**src/rtl/uart_tx_pkg.sv**
```systemverilog
// Shared types and constants for the UART transmit path.
// The BREAK state exists only when UART_TX_BREAK_EN is defined.
package uart_tx_pkg;

`ifdef UART_TX_BREAK_EN
    typedef enum logic [2:0] {IDLE, START, DATA, PARITY, STOP, BREAK} state_t;
`else
    typedef enum logic [2:0] {IDLE, START, DATA, PARITY, STOP} state_t;
`endif

    typedef enum logic [2:0] {SEL_IDLE, SEL_START, SEL_DATA, SEL_PARITY, SEL_STOP} sel_t;

    localparam logic START_BIT = 1'b0;
    localparam logic STOP_BIT  = 1'b1;
    localparam logic PAR_EVEN  = 1'b0;
    localparam logic PAR_ODD   = 1'b1;

endpackage

```
**src/rtl/uart_tx_frame_mux_if.sv**
```systemverilog
// Request/line bundle between a word producer and uart_tx_frame_mux.
// SEND_BREAK is present only when UART_TX_BREAK_EN is defined.
interface uart_tx_frame_mux_if #(parameter int DATA_WIDTH = 8);
    logic [DATA_WIDTH-1:0] P_DATA;
    logic                  DATA_VALID;
    logic                  PAR_EN;
    logic                  PAR_TYP;
    logic                  TX_OUT;
    logic                  BUSY;
`ifdef UART_TX_BREAK_EN
    logic                  SEND_BREAK;

    modport master (output P_DATA, DATA_VALID, PAR_EN, PAR_TYP, SEND_BREAK,
                    input  TX_OUT, BUSY);
    modport slave  (input  P_DATA, DATA_VALID, PAR_EN, PAR_TYP, SEND_BREAK,
                    output TX_OUT, BUSY);
`else
    modport master (output P_DATA, DATA_VALID, PAR_EN, PAR_TYP,
                    input  TX_OUT, BUSY);
    modport slave  (input  P_DATA, DATA_VALID, PAR_EN, PAR_TYP,
                    output TX_OUT, BUSY);
`endif
endinterface

```
**src/rtl/uart_tx_line_mux.sv**
```systemverilog
// Line-source selector feeding the registered, glitch-free TX line.
module uart_tx_line_mux
    import uart_tx_pkg::*;
(
    input  logic CLK,
    input  logic RST,
    input  sel_t i_sel,
    input  logic i_data_bit,
    input  logic i_par_bit,
    output logic o_tx
);

    logic w_line;

    always_comb begin
        w_line = STOP_BIT;
        case (i_sel)
            SEL_START:  w_line = START_BIT;
            SEL_DATA:   w_line = i_data_bit;
            SEL_PARITY: w_line = i_par_bit;
            default:    w_line = STOP_BIT;
        endcase
    end

    always_ff @(posedge CLK) begin
        if (!RST) o_tx <= STOP_BIT;
        else      o_tx <= w_line;
    end

endmodule

```
**src/rtl/uart_tx_frame_mux.sv**
```systemverilog
// UART frame sequencer: start, LSB-first data, optional parity, stop bits.
// Optional break generation is enabled by defining UART_TX_BREAK_EN.
module uart_tx_frame_mux
    import uart_tx_pkg::*;
#(
    parameter int DATA_WIDTH = 8,
    parameter int STOP_BITS  = 1
) (
    input logic               CLK,
    input logic               RST,
    uart_tx_frame_mux_if.slave bus
);

    localparam int CNT_W = $clog2(DATA_WIDTH);
    localparam logic [CNT_W-1:0] LAST_BIT  = CNT_W'(DATA_WIDTH - 1);
    localparam logic [CNT_W-1:0] LAST_STOP = CNT_W'(STOP_BITS - 1);

    state_t                r_state, w_state_nxt;
    logic [CNT_W-1:0]      r_cnt, w_cnt_nxt;
    logic [DATA_WIDTH-1:0] r_data;
    logic                  r_par_en, r_par_typ, r_busy;
    logic                  w_accept, w_data_bit, w_par_bit;
    sel_t                  w_sel;

    always_comb begin
        w_state_nxt = r_state;
        w_cnt_nxt   = r_cnt;
        w_accept    = 1'b0;
        case (r_state)
            IDLE: begin
`ifdef UART_TX_BREAK_EN
                if (bus.SEND_BREAK) w_state_nxt = BREAK;
                else
`endif
                if (bus.DATA_VALID) begin
                    w_state_nxt = START;
                    w_accept    = 1'b1;
                end
            end
            START: begin
                w_state_nxt = DATA;
                w_cnt_nxt   = '0;
            end
            DATA: begin
                if (r_cnt == LAST_BIT) begin
                    w_cnt_nxt   = '0;
                    w_state_nxt = r_par_en ? PARITY : STOP;
                end else begin
                    w_cnt_nxt = r_cnt + 1'b1;
                end
            end
            PARITY: w_state_nxt = STOP;
            STOP: begin
                if (r_cnt == LAST_STOP) begin
                    w_cnt_nxt   = '0;
                    w_state_nxt = IDLE;
                end else begin
                    w_cnt_nxt = r_cnt + 1'b1;
                end
            end
`ifdef UART_TX_BREAK_EN
            BREAK: begin
                if (!bus.SEND_BREAK) begin
                    w_state_nxt = STOP;
                    w_cnt_nxt   = '0;
                end
            end
`endif
            default: w_state_nxt = IDLE;
        endcase
    end

    // The line register samples the source of the state being entered, so
    // TX_OUT and BUSY change together on the same edge as the FSM.
    always_comb begin
        w_sel = SEL_IDLE;
        case (w_state_nxt)
            START:   w_sel = SEL_START;
            DATA:    w_sel = SEL_DATA;
            PARITY:  w_sel = SEL_PARITY;
            STOP:    w_sel = SEL_STOP;
`ifdef UART_TX_BREAK_EN
            BREAK:   w_sel = SEL_START;  // break holds the line at space level
`endif
            default: w_sel = SEL_IDLE;
        endcase
    end

    assign w_data_bit = r_data[w_cnt_nxt];
    assign w_par_bit  = (^r_data) ^ (r_par_typ == PAR_ODD);

    always_ff @(posedge CLK) begin
        if (!RST) begin
            r_state   <= IDLE;
            r_cnt     <= '0;
            r_data    <= '0;
            r_par_en  <= 1'b0;
            r_par_typ <= PAR_EVEN;
            r_busy    <= 1'b0;
        end else begin
            r_state <= w_state_nxt;
            r_cnt   <= w_cnt_nxt;
            r_busy  <= (w_state_nxt != IDLE);
            if (w_accept) begin
                r_data    <= bus.P_DATA;
                r_par_en  <= bus.PAR_EN;
                r_par_typ <= bus.PAR_TYP;
            end
        end
    end

    assign bus.BUSY = r_busy;

    uart_tx_line_mux u_line_mux (
        .CLK       (CLK),
        .RST       (RST),
        .i_sel     (w_sel),
        .i_data_bit(w_data_bit),
        .i_par_bit (w_par_bit),
        .o_tx      (bus.TX_OUT)
    );

endmodule

```
**src/flat_wrapper.sv**
```systemverilog
// flat-port wrapper written by rule: the top's interface ports become plain ports
module uart_tx_frame_mux_flat import uart_tx_pkg::*;
#(
    parameter int DATA_WIDTH = 8,
    parameter int STOP_BITS  = 1
)
  (CLK, RST, bus_P_DATA, bus_DATA_VALID, bus_PAR_EN, bus_PAR_TYP, bus_TX_OUT, bus_BUSY);
  uart_tx_frame_mux_if #(.DATA_WIDTH(DATA_WIDTH)) bus_i ();
  input logic CLK;
  input logic RST;
  input wire logic [$bits(bus_i.P_DATA)-1:0] bus_P_DATA;
  input wire logic [$bits(bus_i.DATA_VALID)-1:0] bus_DATA_VALID;
  input wire logic [$bits(bus_i.PAR_EN)-1:0] bus_PAR_EN;
  input wire logic [$bits(bus_i.PAR_TYP)-1:0] bus_PAR_TYP;
  output wire logic [$bits(bus_i.TX_OUT)-1:0] bus_TX_OUT;
  output wire logic [$bits(bus_i.BUSY)-1:0] bus_BUSY;
  assign bus_i.P_DATA = bus_P_DATA;
  assign bus_i.DATA_VALID = bus_DATA_VALID;
  assign bus_i.PAR_EN = bus_PAR_EN;
  assign bus_i.PAR_TYP = bus_PAR_TYP;
  assign bus_TX_OUT = bus_i.TX_OUT;
  assign bus_BUSY = bus_i.BUSY;
  uart_tx_frame_mux #(.DATA_WIDTH(DATA_WIDTH), .STOP_BITS(STOP_BITS)) u_core (.CLK(CLK), .RST(RST), .bus(bus_i));
endmodule
```
**config.mk**
```make
export PLATFORM = sky130hd
export DESIGN_NAME = uart_tx_frame_mux_flat
export DESIGN_NICKNAME = d
export VERILOG_FILES = /design/src/rtl/uart_tx_pkg.sv /design/src/rtl/uart_tx_frame_mux_if.sv /design/src/rtl/uart_tx_line_mux.sv /design/src/rtl/uart_tx_frame_mux.sv /design/src/flat_wrapper.sv
export SDC_FILE = /design/constraint.sdc
export NUM_CORES = 1
export LEC_CHECK = 0
export ABC_AREA = 1
export BUFFER_PORTS_ARGS = -buffer_cell sky130_fd_sc_hd__buf_2
export CORE_UTILIZATION = 39
export DETAILED_ROUTE_END_ITERATION = 12
export RECOVER_POWER = 100
export SETUP_SLACK_MARGIN = 0.05
export SLEW_MARGIN = 5
export SYNTH_ARGS = -nofsm -noshare
export SYNTH_HDL_FRONTEND = slang
export SYNTH_SLANG_ARGS = --single-unit
```
**constraint.sdc**
```tcl
create_clock -name CLK -period 4.3 [get_ports CLK]
set_input_delay 0.215 -clock CLK [delete_from_list [all_inputs] [get_ports CLK]]
set_output_delay 0.215 -clock CLK [all_outputs]
set_load 0.05 [all_outputs]
```
Word-level counts from Yosys, hierarchy flattened
Index checks and enable logic that the tools add are counted.
- mux-type cells: 14
- magnitude comparators: 1
- eq/ne operators: 12
- bitwise logic cells: 1
- add/sub/neg operators: 1
- reduce and logical (&&, ||, !) cells: 4
- operators with widths (cell ; count):
    == test 3 x 2 -> 1 bit (second input constant) ; 6
    2-to-1 mux 3 bit ; 6
    case mux 3 bit (5 select lines) ; 1
    case mux 3 bit (4 select lines) ; 1
    == test 3 x 1 -> 1 bit (second input constant) ; 3
    == test 3 bit (second input constant) ; 3
    case mux 3 bit (3 select lines) ; 1
    XOR reduction 8 bit ; 1
    logical NOT 3 bit ; 2
    less-than comparator 3 x 4 -> 1 bit (second input constant) ; 1
    adder 3 x 1 -> 3 bit (second input constant) ; 1
    binary-select mux 1 bit (select 3 bit) ; 1
    2-to-1 mux 1 bit ; 3
    case mux 1 bit (3 select lines) ; 1
    nonzero test 3 bit ; 1
    bitwise XOR 1 bit ; 1
- word-level logic and storage cells: 40
- register bits: 18
- output and inout port bits: 2

Logic depth before layout (Yosys ltp)
- depth in word-level cells: 7
- gate-level depth with buffers: 12
- gate-level depth less buffers: 12

Modules after synthesis
Synthesis repeated with hierarchy kept, for this count alone.
- cells, all modules: 153
- area total of the unflattened synthesis: 1012.2 sq um
- by module, submodules not included (module ; times used ; seq. area each (sq um) ; cells each ; area each (sq um)):
    uart_tx_frame_mux ; 1 ; 340.3 ; 141 ; 949.7
    uart_tx_line_mux ; 1 ; 20.0 ; 12 ; 62.6

Least setup slack after synthesis
OpenSTA, ideal clock, no wires.
- path kind: flip-flop to flip-flop
- from: reg u_core.r_cnt[0]
- to: reg u_core.u_line_mux.o_tx
- data required time: 4185 ps
- slack: 2693 ps
- cell stages (with the launch flop): 12
- buffers on the path: 0
- setup time: 115 ps
- arrival time: 1492 ps
- period minus slack after synthesis: 1607 ps
- cell sequence: dfxtp_1 -> ha_1 -> ha_1 -> or2_1 -> nor2_2 -> nor2_4 -> nand2_4 -> nand2_1 -> nand3_1 -> nand3_1 -> nand3_1 -> nand2_1
- cells in the longest elaborated chain, start to end: 7
- elaborated cells on any way between the ends: 20
- those cells by class: 1 x add/sub; 8 x eq/ne; 10 x mux; 1 x reduce/logical
- ends and longest elaborated chain (item ; RTL line ; text):
    start: declaration ; uart_tx_frame_mux.sv:19 ; logic [CNT_W-1:0] r_cnt, w_cnt_nxt;
    start signal: assignment ; uart_tx_frame_mux.sv:102 ; r_cnt <= w_cnt_nxt;
    == test 3 bit / logical NOT 3 bit (equally long branches) ; uart_tx_frame_mux.sv:45, uart_tx_frame_mux.sv:54 ;
    2-to-1 mux 3 bit, on equally long branches ; uart_tx_frame_mux.sv:45, uart_tx_frame_mux.sv:54 ;
    case mux 3 bit (5 select lines) ; uart_tx_frame_mux.sv:29 ; case (r_state)
    == test 3 bit (tied with other cells) ; uart_tx_frame_mux.sv:77 ; case (w_state_nxt)
    case mux 3 bit (4 select lines) ; uart_tx_frame_mux.sv:77 ;
    == test 3 x 2 -> 1 bit / == test 3 x 1 -> 1 bit (equally long branches) ; uart_tx_line_mux.sv:17 ; case (i_sel)
    case mux 1 bit (3 select lines) (*) ; uart_tx_line_mux.sv:17 ;
    end signal: assignment ; uart_tx_line_mux.sv:27 ; else o_tx <= w_line;
    end: declaration ; uart_tx_line_mux.sv:10 ; output logic o_tx
Mark *: on every way between the ends. The rest lies on a longest branch, timed or not. The select of a mux whose other input is x is not followed.
A chain may end at the register's enable or synchronous reset.

Final worst setup path
Same ends and word-level chain as after synthesis.

==> run summary <==
The run finished with clean final reports. Number of max-capacitance violations reported: 0. Row generation in the floorplan step produced 18 rows. Dividing the detail-routed via count by the number of cells gives 4.84. Once the clock tree was built, the resizer swapped 0 gates to a different size. On the critical path, the stage with the largest delay is an instance of sky130_fd_sc_hd__dfxtp_1. Remaining max-slew budget at the tightest pin: 0.600. The total negative slack was 0 ns. The most repeated library cell on the critical path was sky130_fd_sc_hd__nand2_1.

Complex-gate fraction of the synthesized area: 0.137. The kind of critical path was reg -> reg. Overall track demand over capacity in global routing: 0.158. The final antenna diode count came out at 0. The run gives 0.356 as the sequential element share of the synthesized area. For this block, the routed nets add up to 1.94 mm of wire.

For this design the top-level I/O count stands at 15. The met3 layer usage reported by global route was 0.0603; the parity-gate share of the synthesized area counting xor and xnor cells was 0.0432. CTS saw 18 sinks. After synthesis the cells add up to 1010 um2. The die is 53.0 um tall. The buffers inserted during post-CTS setup optimization was 0. Number of synthesized register bits: 18. The worst setup path is launched from a flip-flop. The tools report the initial core utilization as 0.413. For the final layout net count, the log shows 174. The post-CTS clock slew at the launch and capture registers of the worst setup and hold paths is 0.10 ns. Counting buffers and inverters, the worst setup path is 10 cells deep. The depth of the worst register-to-register path was 10; the count of hold-fix buffers inserted at cts was 0. Once placement completed, the tool counted placed cells totaling 183. The routing usage on met2 is 0.238. The fraction of layout cells with a size suffix above 1 was 0.159. The adder and majority gate portion of the synthesized area is 0.0370. The number of nets handed over by synthesis was 158. Measured along the x axis, the die boundary spans 53.0 um.

Of all nets on the critical path, the largest fanout is 4. Leaving out filler cells and counting taps, the final layout contains 187. The tightest min-delay check is of the in -> reg type. The synthesis warning total is 0. The kind of cell with the highest combined delay on the critical path was simple AND/OR/NAND/NOR gates. The shortest period the worst path allows came out at 1.79 ns. For the count of pins over their slew limit, the log shows 0. For the H-tree depth reported by CTS, the log shows 1. The run gives 0 as the number of endpoints with negative hold slack in the final report. Dividing total power by cell area gives a power density of 349 nW/um2. The total overflow left after global routing is 0. Dividing the detail-routed wire length by the instance count gives 10.4 um.

Arrival time of data at the critical path endpoint: 1.99 ns. The number of antenna-violating nets in the routed design was 0. The routing usage on met1 was 0.208. The worst setup path is captured at a flip-flop. The relative area change from synthesis to final layout was 11.5%; the via count of the first global-routing pass was 710. The mean area per synthesized cell is 7.14 um2.

Setup repair after global routing left no endpoint under its margin. The tools report the number of cells produced by synthesis as 142. The portion of netlist area occupied by mux cells is 0, and the count of cells along the worst hold path is 3. TritonCTS built the clock tree.

The root cell of the clock tree was sky130_fd_sc_hd__clkbuf_4. The clock latency of the later-clocked register in the worst-skew pair is 0.30 ns. The number of buffers created by CTS is 3, and the worst voltage drop across the vdd grid is 0.000202 V.

The tools report the wire length of the first global-routing pass as 3.12 mm. The congestion estimate from routability-driven global placement came to 0.781. At the pin with the least slew margin, the transition time is 0.598 ns. The fraction of the cycle the final worst path needs came out at 0.415. For this run, the slowest stage of the critical path takes 0.37 ns. The maximum number of pins on one net before global-route repair was 21; the required time of the critical path was 4.51 ns. Number of DRC violations after detailed routing: 0. Traced cell by cell, the critical path runs through ha_1 > ha_1 > nand2_1 > nand2_1 > nor3_1 > nand2_1 > a21oi_1 > nor2_1 > a21oi_1 > nand2_1. By area, the combinational part of the netlist is dominated by simple AND/OR/NAND/NOR gates.

Clock skew on the completed layout was measured at 0.00265 ns. Buffers placed on the I/O ports in this run total 14. Based on the critical path, the design can be clocked at up to 560 MHz. The basic-gate share of the synthesized area counting and, or, nand and nor cells came out at 0.328.

The tools report the maximum buffer depth of the clock tree as 2. For this block, the initial DRC count from the detailed router was 14. The global routing stage identified its most utilized layer as met2.

Counting distinct cell types in the post-synthesis netlist gives 27. The tools report the setup-violating endpoint count in the final report as 0. Once detailed placement completed, the half-perimeter wirelength came to 1.60 mm. For the count of TritonRoute iterations in the first routing pass, the log shows 4. The area of the placeable core came out at 2450 um2. The floorplan step defined a die boundary enclosing 2810 um2. Initial antenna violation count: 0. The logs give 0.545 nW for the standby leakage power and 906 for the via count of the routed design. Together, buffers and inverters on the worst path number 0.

Overall power consumption after layout is estimated at 0.394 mW.
layout by cell type (no fill, tap or decap), drive strengths merged, types with 3 or more instances in the layout:
master	synthesis	layout
a21oi	11	11
buf	2	12
clkbuf	1	6
dfxtp	18	18
ha	3	3
inv	23	23
nand2	23	23
nand3	17	17
nand3b	3	3
nor2	18	18
o21ai	12	12
xor2	4	4
final cells by class:
type	count	area (um2)
Inverter	23	86.3
Fill cell	277	1330
Multi-Input combinational cell	98	542
Tap cell	30	37.5
Sequential cell	18	360
Timing Repair Buffer	14	67.6
Clock buffer	4	36.3
per-stage QoR:
step,instance area [um2],setup slack [ns],hold WS [ns],utilization
6_report,1130,2.51,0.176,0.460
5_1_grt,1130,2.30,0.176,0.460
3_3_place_gp,1110,2.57,0.460,0.451
4_1_cts,1140,2.54,0.171,0.466
2_1_floorplan,1010,2.69,0.380,-
3_5_place_dp,1110,2.56,0.465,0.451
cell usage after synthesis:
cell type	number	area, um2
sky130_fd_sc_hd__nor2_4	1	11.3
sky130_fd_sc_hd__nand3_2	3	30.0
sky130_fd_sc_hd__nor2_2	2	12.5
sky130_fd_sc_hd__nand2_2	1	6.26
sky130_fd_sc_hd__inv_1	22	82.6
sky130_fd_sc_hd__o22ai_1	1	6.26
sky130_fd_sc_hd__nand3_1	13	65.1
sky130_fd_sc_hd__a21boi_0	1	7.51
sky130_fd_sc_hd__nor2_1	15	56.3
sky130_fd_sc_hd__nand2_1	21	78.8
sky130_fd_sc_hd__a21oi_2	1	8.76
sky130_fd_sc_hd__nand3b_1	3	22.5
sky130_fd_sc_hd__or2_1	1	6.26
sky130_fd_sc_hd__a31oi_1	1	6.26
sky130_fd_sc_hd__clkbuf_1	1	3.75
sky130_fd_sc_hd__buf_2	2	10.0
sky130_fd_sc_hd__xor2_1	4	35.0
sky130_fd_sc_hd__a21oi_1	10	50.1
sky130_fd_sc_hd__inv_2	1	3.75
sky130_fd_sc_hd__nor3_1	1	5.00
sky130_fd_sc_hd__nand2_4	1	11.3
sky130_fd_sc_hd__xnor2_1	1	8.76
sky130_fd_sc_hd__dfxtp_1	18	360
sky130_fd_sc_hd__nand3_4	1	17.5
sky130_fd_sc_hd__ha_1	3	37.5
sky130_fd_sc_hd__o21ai_0	12	60.1
sky130_fd_sc_hd__nor3_2	1	10.0
cell families (layout without fill, tap and decap cells):
kind of cell,Yosys count,in the layout
AO/OA/AOI/OAI,26,26
XOR/XNOR,5,5
adder cells (fa/ha/maj),3,3
buffers and inverters,26,41
flip-flops,18,18
AND/OR/NAND/NOR,64,64
routing by layer:
layer	share of wire	vias to the layer above	routed length, um
met5	0	-	0
met3	0.039	2	75
met1	0.50	402	971
met2	0.45	12	881
met4	0.0067	0	13
li1	-	490	-
worst paths after layout:
path                                  from                                 to  slack (ns)
min                          bus_P_DATA[6]      u_core.r_data[6]$_SDFFE_PN0P_        0.18
min reg2reg  u_core.r_par_typ$_SDFFE_PN0P_      u_core.r_par_typ$_SDFFE_PN0P_        0.48
max reg2reg     u_core.r_cnt[0]$_SDFF_PN0_  u_core.u_line_mux.o_tx$_SDFF_PN1_        2.51
max             u_core.r_cnt[0]$_SDFF_PN0_  u_core.u_line_mux.o_tx$_SDFF_PN1_        2.51
power breakdown:
part           switching (mW)  total (mW)  internal (mW)
logic                  0.0628      0.0990         0.0362
registers             0.00956       0.190          0.181
clock network          0.0529       0.105         0.0517
registers in the layout (all words and copies together) (netlist names):
register	flops
u_core.bus.BUSY	1
u_core.r_cnt	3
u_core.r_data	8
u_core.r_par_en	1
u_core.r_par_typ	1
u_core.r_state	3
u_core.u_line_mux.o_tx	1
worst reg2reg max path: stages, from the launching register on:
cell and delay (ns):
sky130_fd_sc_hd__dfxtp_1 0.37, sky130_fd_sc_hd__ha_1 0.22, sky130_fd_sc_hd__ha_1 0.20, sky130_fd_sc_hd__nand2_1 0.08, sky130_fd_sc_hd__nand2_1 0.07, sky130_fd_sc_hd__nor3_1 0.20
sky130_fd_sc_hd__nand2_1 0.11, sky130_fd_sc_hd__a21oi_1 0.18, sky130_fd_sc_hd__nor2_1 0.09, sky130_fd_sc_hd__a21oi_1 0.12, sky130_fd_sc_hd__nand2_1 0.06
(Power assumes the default switching activity.)
